## src/rtl/elevator_ctrl.sv

```systemverilog
// Single-car collective up/down scan scheduler: tracks car position, times travel
// and door dwell, and strobes per-floor clears back to the hall-call latches.
module elevator_ctrl #(
    parameter int NUM_FLOORS    = 8,
    parameter int FLOOR_W       = 3,
    parameter int TRAVEL_CYCLES = 16,
    parameter int DOOR_CYCLES   = 32
) (
    input  logic                    clk,
    input  logic                    rst,
    input  logic [3*NUM_FLOORS-1:0] floor_req,
    input  logic [NUM_FLOORS-1:0]   car_req,
    output logic [2*NUM_FLOORS-1:0] off_request,
    output logic [FLOOR_W-1:0]      cur_floor,
    output logic                    dir_up,
    output logic                    moving,
    output logic                    door_open,
    output logic [1:0]              state
);
    localparam int TW = $clog2(TRAVEL_CYCLES);
    localparam int DW = $clog2(DOOR_CYCLES);
    localparam logic [TW-1:0]      T_LAST = TW'(TRAVEL_CYCLES - 1);
    localparam logic [DW-1:0]      D_LAST = DW'(DOOR_CYCLES - 1);
    localparam logic [FLOOR_W-1:0] TOP    = FLOOR_W'(NUM_FLOORS - 1);

    typedef enum logic [1:0] {S_IDLE = 2'b00, S_MOVE = 2'b01, S_DOOR = 2'b10} state_t;

    state_t                  state_q;
    logic [FLOOR_W-1:0]      floor_q;
    logic                    dir_q, moving_q, door_q;
    logic [2*NUM_FLOORS-1:0] off_q;
    logic [NUM_FLOORS-1:0]   car_pend_q, car_pend_d;
    logic [TW-1:0]           tcnt_q;
    logic [DW-1:0]           dcnt_q;

    logic [NUM_FLOORS-1:0]   up_c, dn_c, hall_c, req_c, any_unused;
    logic [FLOOR_W-1:0]      nxt_floor, ent_floor;
    logic                    above, below, here, arrive, stop, go_door;
    logic                    ent_same, ent_opp, ent_dir;
    logic [2*NUM_FLOORS-1:0] ent_off;

    // True when r has a request strictly above (up=1) or below (up=0) floor g.
    function automatic logic beyond(input logic [NUM_FLOORS-1:0] r,
                                    input logic [FLOOR_W-1:0] g, input logic up);
        beyond = 1'b0;
        for (int i = 0; i < NUM_FLOORS; i++)
            if (up ? (i > int'(g)) : (i < int'(g))) beyond = beyond | r[i];
    endfunction

    always_comb begin
        for (int f = 0; f < NUM_FLOORS; f++) begin
            up_c[f]       = floor_req[3*f+1];
            dn_c[f]       = floor_req[3*f];
            any_unused[f] = floor_req[3*f+2];
        end
    end

    assign hall_c    = up_c | dn_c;
    assign req_c     = hall_c | car_pend_q;
    assign nxt_floor = dir_q ? floor_q + 1'b1 : floor_q - 1'b1;
    assign above     = beyond(req_c, floor_q, 1'b1);
    assign below     = beyond(req_c, floor_q, 1'b0);
    assign here      = req_c[floor_q];
    assign arrive    = (state_q == S_MOVE) && (tcnt_q == T_LAST);

    // Stop decision is made on the arrival edge, against the floor being entered.
    assign stop = car_pend_q[nxt_floor]
                | (dir_q ? up_c[nxt_floor] : dn_c[nxt_floor])
                | (~beyond(req_c, nxt_floor, dir_q) & hall_c[nxt_floor])
                | (nxt_floor == '0) | (nxt_floor == TOP);

    assign go_door   = ((state_q == S_IDLE) && here) || (arrive && stop);
    assign ent_floor = (state_q == S_MOVE) ? nxt_floor : floor_q;
    assign ent_same  = dir_q ? up_c[ent_floor] : dn_c[ent_floor];
    assign ent_opp   = dir_q ? dn_c[ent_floor] : up_c[ent_floor];
    assign ent_dir   = dir_q ^ (~ent_same & ent_opp);

    always_comb begin
        ent_off = '0;
        for (int f = 0; f < NUM_FLOORS; f++)
            if (FLOOR_W'(f) == ent_floor && (ent_same || ent_opp))
                ent_off[2*f +: 2] = {1'b1, ent_same ? ~dir_q : dir_q};
    end

    // A button for the floor whose door is open only extends the dwell.
    always_comb begin
        car_pend_d = car_pend_q | car_req;
        if (state_q == S_DOOR) car_pend_d[floor_q] = car_pend_q[floor_q];
        if (go_door) car_pend_d[ent_floor] = 1'b0;
    end

    always_ff @(posedge clk) begin
        if (!rst) begin
            state_q    <= S_IDLE;
            floor_q    <= '0;
            dir_q      <= 1'b1;
            moving_q   <= 1'b0;
            door_q     <= 1'b0;
            off_q      <= '0;
            car_pend_q <= '0;
            tcnt_q     <= '0;
            dcnt_q     <= '0;
        end else begin
            off_q      <= '0;
            car_pend_q <= car_pend_d;
            if (go_door) begin
                state_q  <= S_DOOR;
                floor_q  <= ent_floor;
                dir_q    <= ent_dir;
                off_q    <= ent_off;
                moving_q <= 1'b0;
                door_q   <= 1'b1;
                tcnt_q   <= '0;
                dcnt_q   <= D_LAST;
            end else begin
                case (state_q)
                    S_IDLE: begin
                        if (above && (dir_q || !below)) begin
                            dir_q    <= 1'b1;
                            state_q  <= S_MOVE;
                            moving_q <= 1'b1;
                        end else if (below) begin
                            dir_q    <= 1'b0;
                            state_q  <= S_MOVE;
                            moving_q <= 1'b1;
                        end
                    end
                    S_MOVE: begin
                        if (arrive) begin
                            floor_q <= nxt_floor;
                            tcnt_q  <= '0;
                        end else begin
                            tcnt_q  <= tcnt_q + 1'b1;
                        end
                    end
                    S_DOOR: begin
                        if (car_req[floor_q]) begin
                            dcnt_q <= D_LAST;
                        end else if (dcnt_q == '0) begin
                            state_q <= S_IDLE;
                            door_q  <= 1'b0;
                        end else begin
                            dcnt_q <= dcnt_q - 1'b1;
                        end
                    end
                    default: state_q <= S_IDLE;
                endcase
            end
        end
    end

    assign off_request = off_q;
    assign cur_floor   = floor_q;
    assign dir_up      = dir_q;
    assign moving      = moving_q;
    assign door_open   = door_q;
    assign state       = state_q;
endmodule

```

## config.mk

```make
export PLATFORM = sky130hd
export DESIGN_NAME = elevator_ctrl
export DESIGN_NICKNAME = d
export VERILOG_FILES = /design/src/rtl/elevator_ctrl.sv
export SDC_FILE = /design/constraint.sdc
export NUM_CORES = 1
export LEC_CHECK = 0
export ABC_AREA = 1
export CORE_UTILIZATION = 54
export CTS_CLUSTER_DIAMETER = 120
export DETAILED_ROUTE_END_ITERATION = 6
export PLACE_DENSITY = 0.79
export SYNTH_ARGS = -nofsm -noshare
export SYNTH_HDL_FRONTEND = slang
export SYNTH_SLANG_ARGS = --single-unit
```

## constraint.sdc

```tcl
create_clock -name clk -period 2.7 [get_ports clk]
set_clock_uncertainty 0.15 [all_clocks]
set_input_delay 0.27 -clock clk [delete_from_list [all_inputs] [get_ports clk]]
set_output_delay 0.27 -clock clk [all_outputs]
set_load 0.02 [all_outputs]
```

==> out/qor.csv <==
metric,value,unit
Tightest Hold Check Type,flip-flop to flip-flop,
clock tree from TritonCTS,done,
Period minus WS final,2.58,ns
Die Wd,81.9,um
maximum number of buffers from clock root to sink,2,
grt ovf,0,
kind of capture point of the worst setup path,flip-flop,
non-filler instance count after layout,719,
port buffer count,49,
worst-path maximum fanout,9,
worst-case setup slack after placement,0.0987,ns
Hold EP,door_open,
largest delay contributor family on the critical path,simple AND/OR/NAND/NOR gates,
Worst Setup Start Kind,flip-flop,
Vert. Die Dim,81.9,um
Synthesized Nets,630,
most frequently used flop master after synthesis,dfxtp_1,
"Distinct cells, synth",40,
maximum achievable frequency,0.387,GHz
CORE AREA,6030,um^2
worst hold slack after final layout,0.345,ns
arrival time at the worst endpoint,2.62,ns
total length of routed wires,9850,um
setup-violating endpoint count in the final report,0,
detailed-route DRC error count,0,
first-pass GRT wire length,15400,um
status,finished clean,
worst setup slack after layout,0.119,ns
Total Neg Setup Slack,0,ns
final core utilization,69.0,%
critical-path cell list,"inv_2, ha_2, nand2_2, inv_2, nor2_4, o21ai_0, nor2_1, nor2_1, nand2_1, nor2_4, nand2_4, buf_4, nand4_1, nor2_1",
overall die area,6710,um^2
Yosys warning count,0,
hold path startpoint,door_open,
fraction of the yosys area taken by sequential cells,23.8,%
longest individual stage delay on the worst path,0.43,ns
placed insts,710,
count of routing violations after the opening detailed-route iteration,322,
hold_buf cts,0,
Filler Cell Count,560,
total routing resource utilization after global routing,30.3,%
Detailed Routing Iterations Pass 1,5,
Rel. slew slack,59.0,%
clock-pin slew reported for the worst setup and hold paths after clock tree synthesis,0.08,ns
count of antenna diodes in the layout,0,
total clock buffers created by CTS,5,
maximum number of pins on one net before global-route repair,35,
Clk Tree Root Cell,clkbuf_8,
Worst Path Required,2.73,ns
maximum ir drop on the vdd rail,0.000643,V
count of final hold-check violations,0,
via count of the first global-routing pass,3287,
Antenna Nets Post-Route,0,
Crit-path slowest cell,dfxtp_1,
number of H-tree levels,2,
ports placed on the boundary,58,
"setup slack, reg-to-reg",0.12,ns
Post-DP HPWL,7520,um
share of async-settable or async-resettable flops after synthesis,0,%
"Net count, final",687,
Static Leak,0.00222,uW
"most used cell, CP",nor2_1,
routed via count,3891,
count of max-cap constraint violations,0,
signed area change from the synthesized netlist to the final layout,20.7,%
setup repair after global routing missed its margin,false,
fraction of final layout cells with drive strength greater than 1,11.0,%
number of synthesized flops with an enable pin,0,
count of mapped cells out of synthesis,587,
areal power density over the cells,922,nW/um^2
Hold Crit Depth,2,
startpoint of the most critical register-to-register path,cur_floor[0],
antenna violations before repair,0,
via density per instance,5.41,
gpl congestion,0.991,
number of synthesized register bits,41,
count of pins over their slew limit,0,
area of the mapped netlist,3450,um^2
WP buf/inv,3,
critical path class,flip-flop to flip-flop,
depth of the most critical reg-to-reg path,14,
R2R Path End,off_request[12],
clock latency on the worst-skew pair,0.29,ns
portion of the clock cycle consumed by the worst path in the final layout,95.6,%
TritonCTS sink count,41,
per-instance average area after synthesis,5.87,um^2
transition time at the pin with the least slew margin,0.613,ns
row count,28,
Starting Density,57.2,%
routed length per instance,13.7,um
==> area by class of cell <==
class                           instances  area, um^2  area share [%]
Clock inverter                          2        35.0           0.842
Timing Repair Buffer                   67         638            15.3
Inverter                               91         344            8.27
Clock buffer                            5        68.8            1.65
Tap cell                               75        93.8            2.26
Multi-Input combinational cell        438        2160            51.9
Sequential cell                        41         822            19.8
==> routing by layer <==
metal  part of all wire [%]  routed length (um)  vias up  GRT usage [%]
met5                      0                   0        -              0
met4                    3.6                 357        0           12.6
met3                    7.6                 746       24           3.56
met2                     45                4390      181           50.1
met1                     44                4360     1724           39.6
li1                       -                   -     1962              -
==> synthesized netlist by cell type (5+ instances only) <==
cell,number,share of area [%]
buf_2,6,0.87
nor2_1,59,6.4
o21ai_0,31,4.5
nor2_4,5,1.6
nand3_1,39,5.7
nand2_1,208,23
inv_2,6,0.65
a31oi_1,6,1.1
dfxtp_1,41,24
buf_6,5,1.6
a21oi_1,18,2.6
nand2_2,13,2.4
inv_1,84,9.1
o22ai_1,5,0.91
nand4_1,16,2.9
ha_1,9,3.3
==> through the flow <==
stage	cell area, um^2	total power [uW]
4_1_cts	4120	3760
3_3_place_gp	4020	3220
2_1_floorplan	3450	2640
3_5_place_dp	4020	3260
6_report	4160	3840
5_1_grt	4160	4160
==> tightest hold or removal path, stage by stage, from the launching register on <==
cell	delay, ns
dfxtp_1	0.33
o31ai_1	0.07
o21ai_1	0.06
==> timing repair <==
action,CTS,global route
setup buffers,0,1
endpoints found under the setup margin,0,32
resized for setup,0,8
==> cell families after synthesis <==
group                    Yosys count  share of synthesized area [%]
flip-flops                        41                           23.8
buffers and inverters            109                           14.5
adder cells (fa/ha/maj)            9                           3.27
AO/OA/AOI/OAI                     70                           11.5
XOR/XNOR                           2                          0.508
AND/OR/NAND/NOR                  356                           46.4
==> how the worst max path moves through the flow <==
stage / start / endpoint / depth (start not counted)
final: cur_floor[0] / off_request[12] / 14
after global routing: cur_floor[0] / off_request[12] / 15
after CTS: cur_floor[0] / off_request[8] / 15
after detailed placement: cur_floor[0] / off_request[8] / 15
after global placement: cur_floor[0] / dir_up / 16
after floorplan: cur_floor[0] / dcnt_q[4] / 18
==> power by group <==
group	leakage (uW)	internal [uW]	total, uW	switching [uW]
Combinational	0.00183	878	2500	1620
Sequential	0.000337	747	850	103
Clock	0.0000540	269	489	220
Total	0.00222	1890	3840	1940
==> registers in the layout, summed over array words and instances, names as in the netlist <==
signal and cells:
car_pend_q 8, cur_floor 3, dcnt_q 5, dir_up 1, door_open 1, moving 1
off_request 16, state 2, tcnt_q 4
==> cell usage in the layout, fill, tap and decap left out, types with 2 or more instances in the layout <==
cell               n
ha_1               8
nand2_4            6
clkbuf_8           5
nor2_2             4
nand3_2            2
a31oi_1            6
o31ai_1            2
nand4_1           16
nand2_1          208
o21ai_0           31
nor2_1            57
nor2_4             5
nand2_2           11
o22ai_1            5
dfxtp_1           40
o21ai_1            3
nand3_1           39
inv_2              7
clkdlybuf4s50_1   49
nand4_2            3
a21oi_1           18
buf_4             17
inv_1             83
Power figures use the tool's default switching activity.
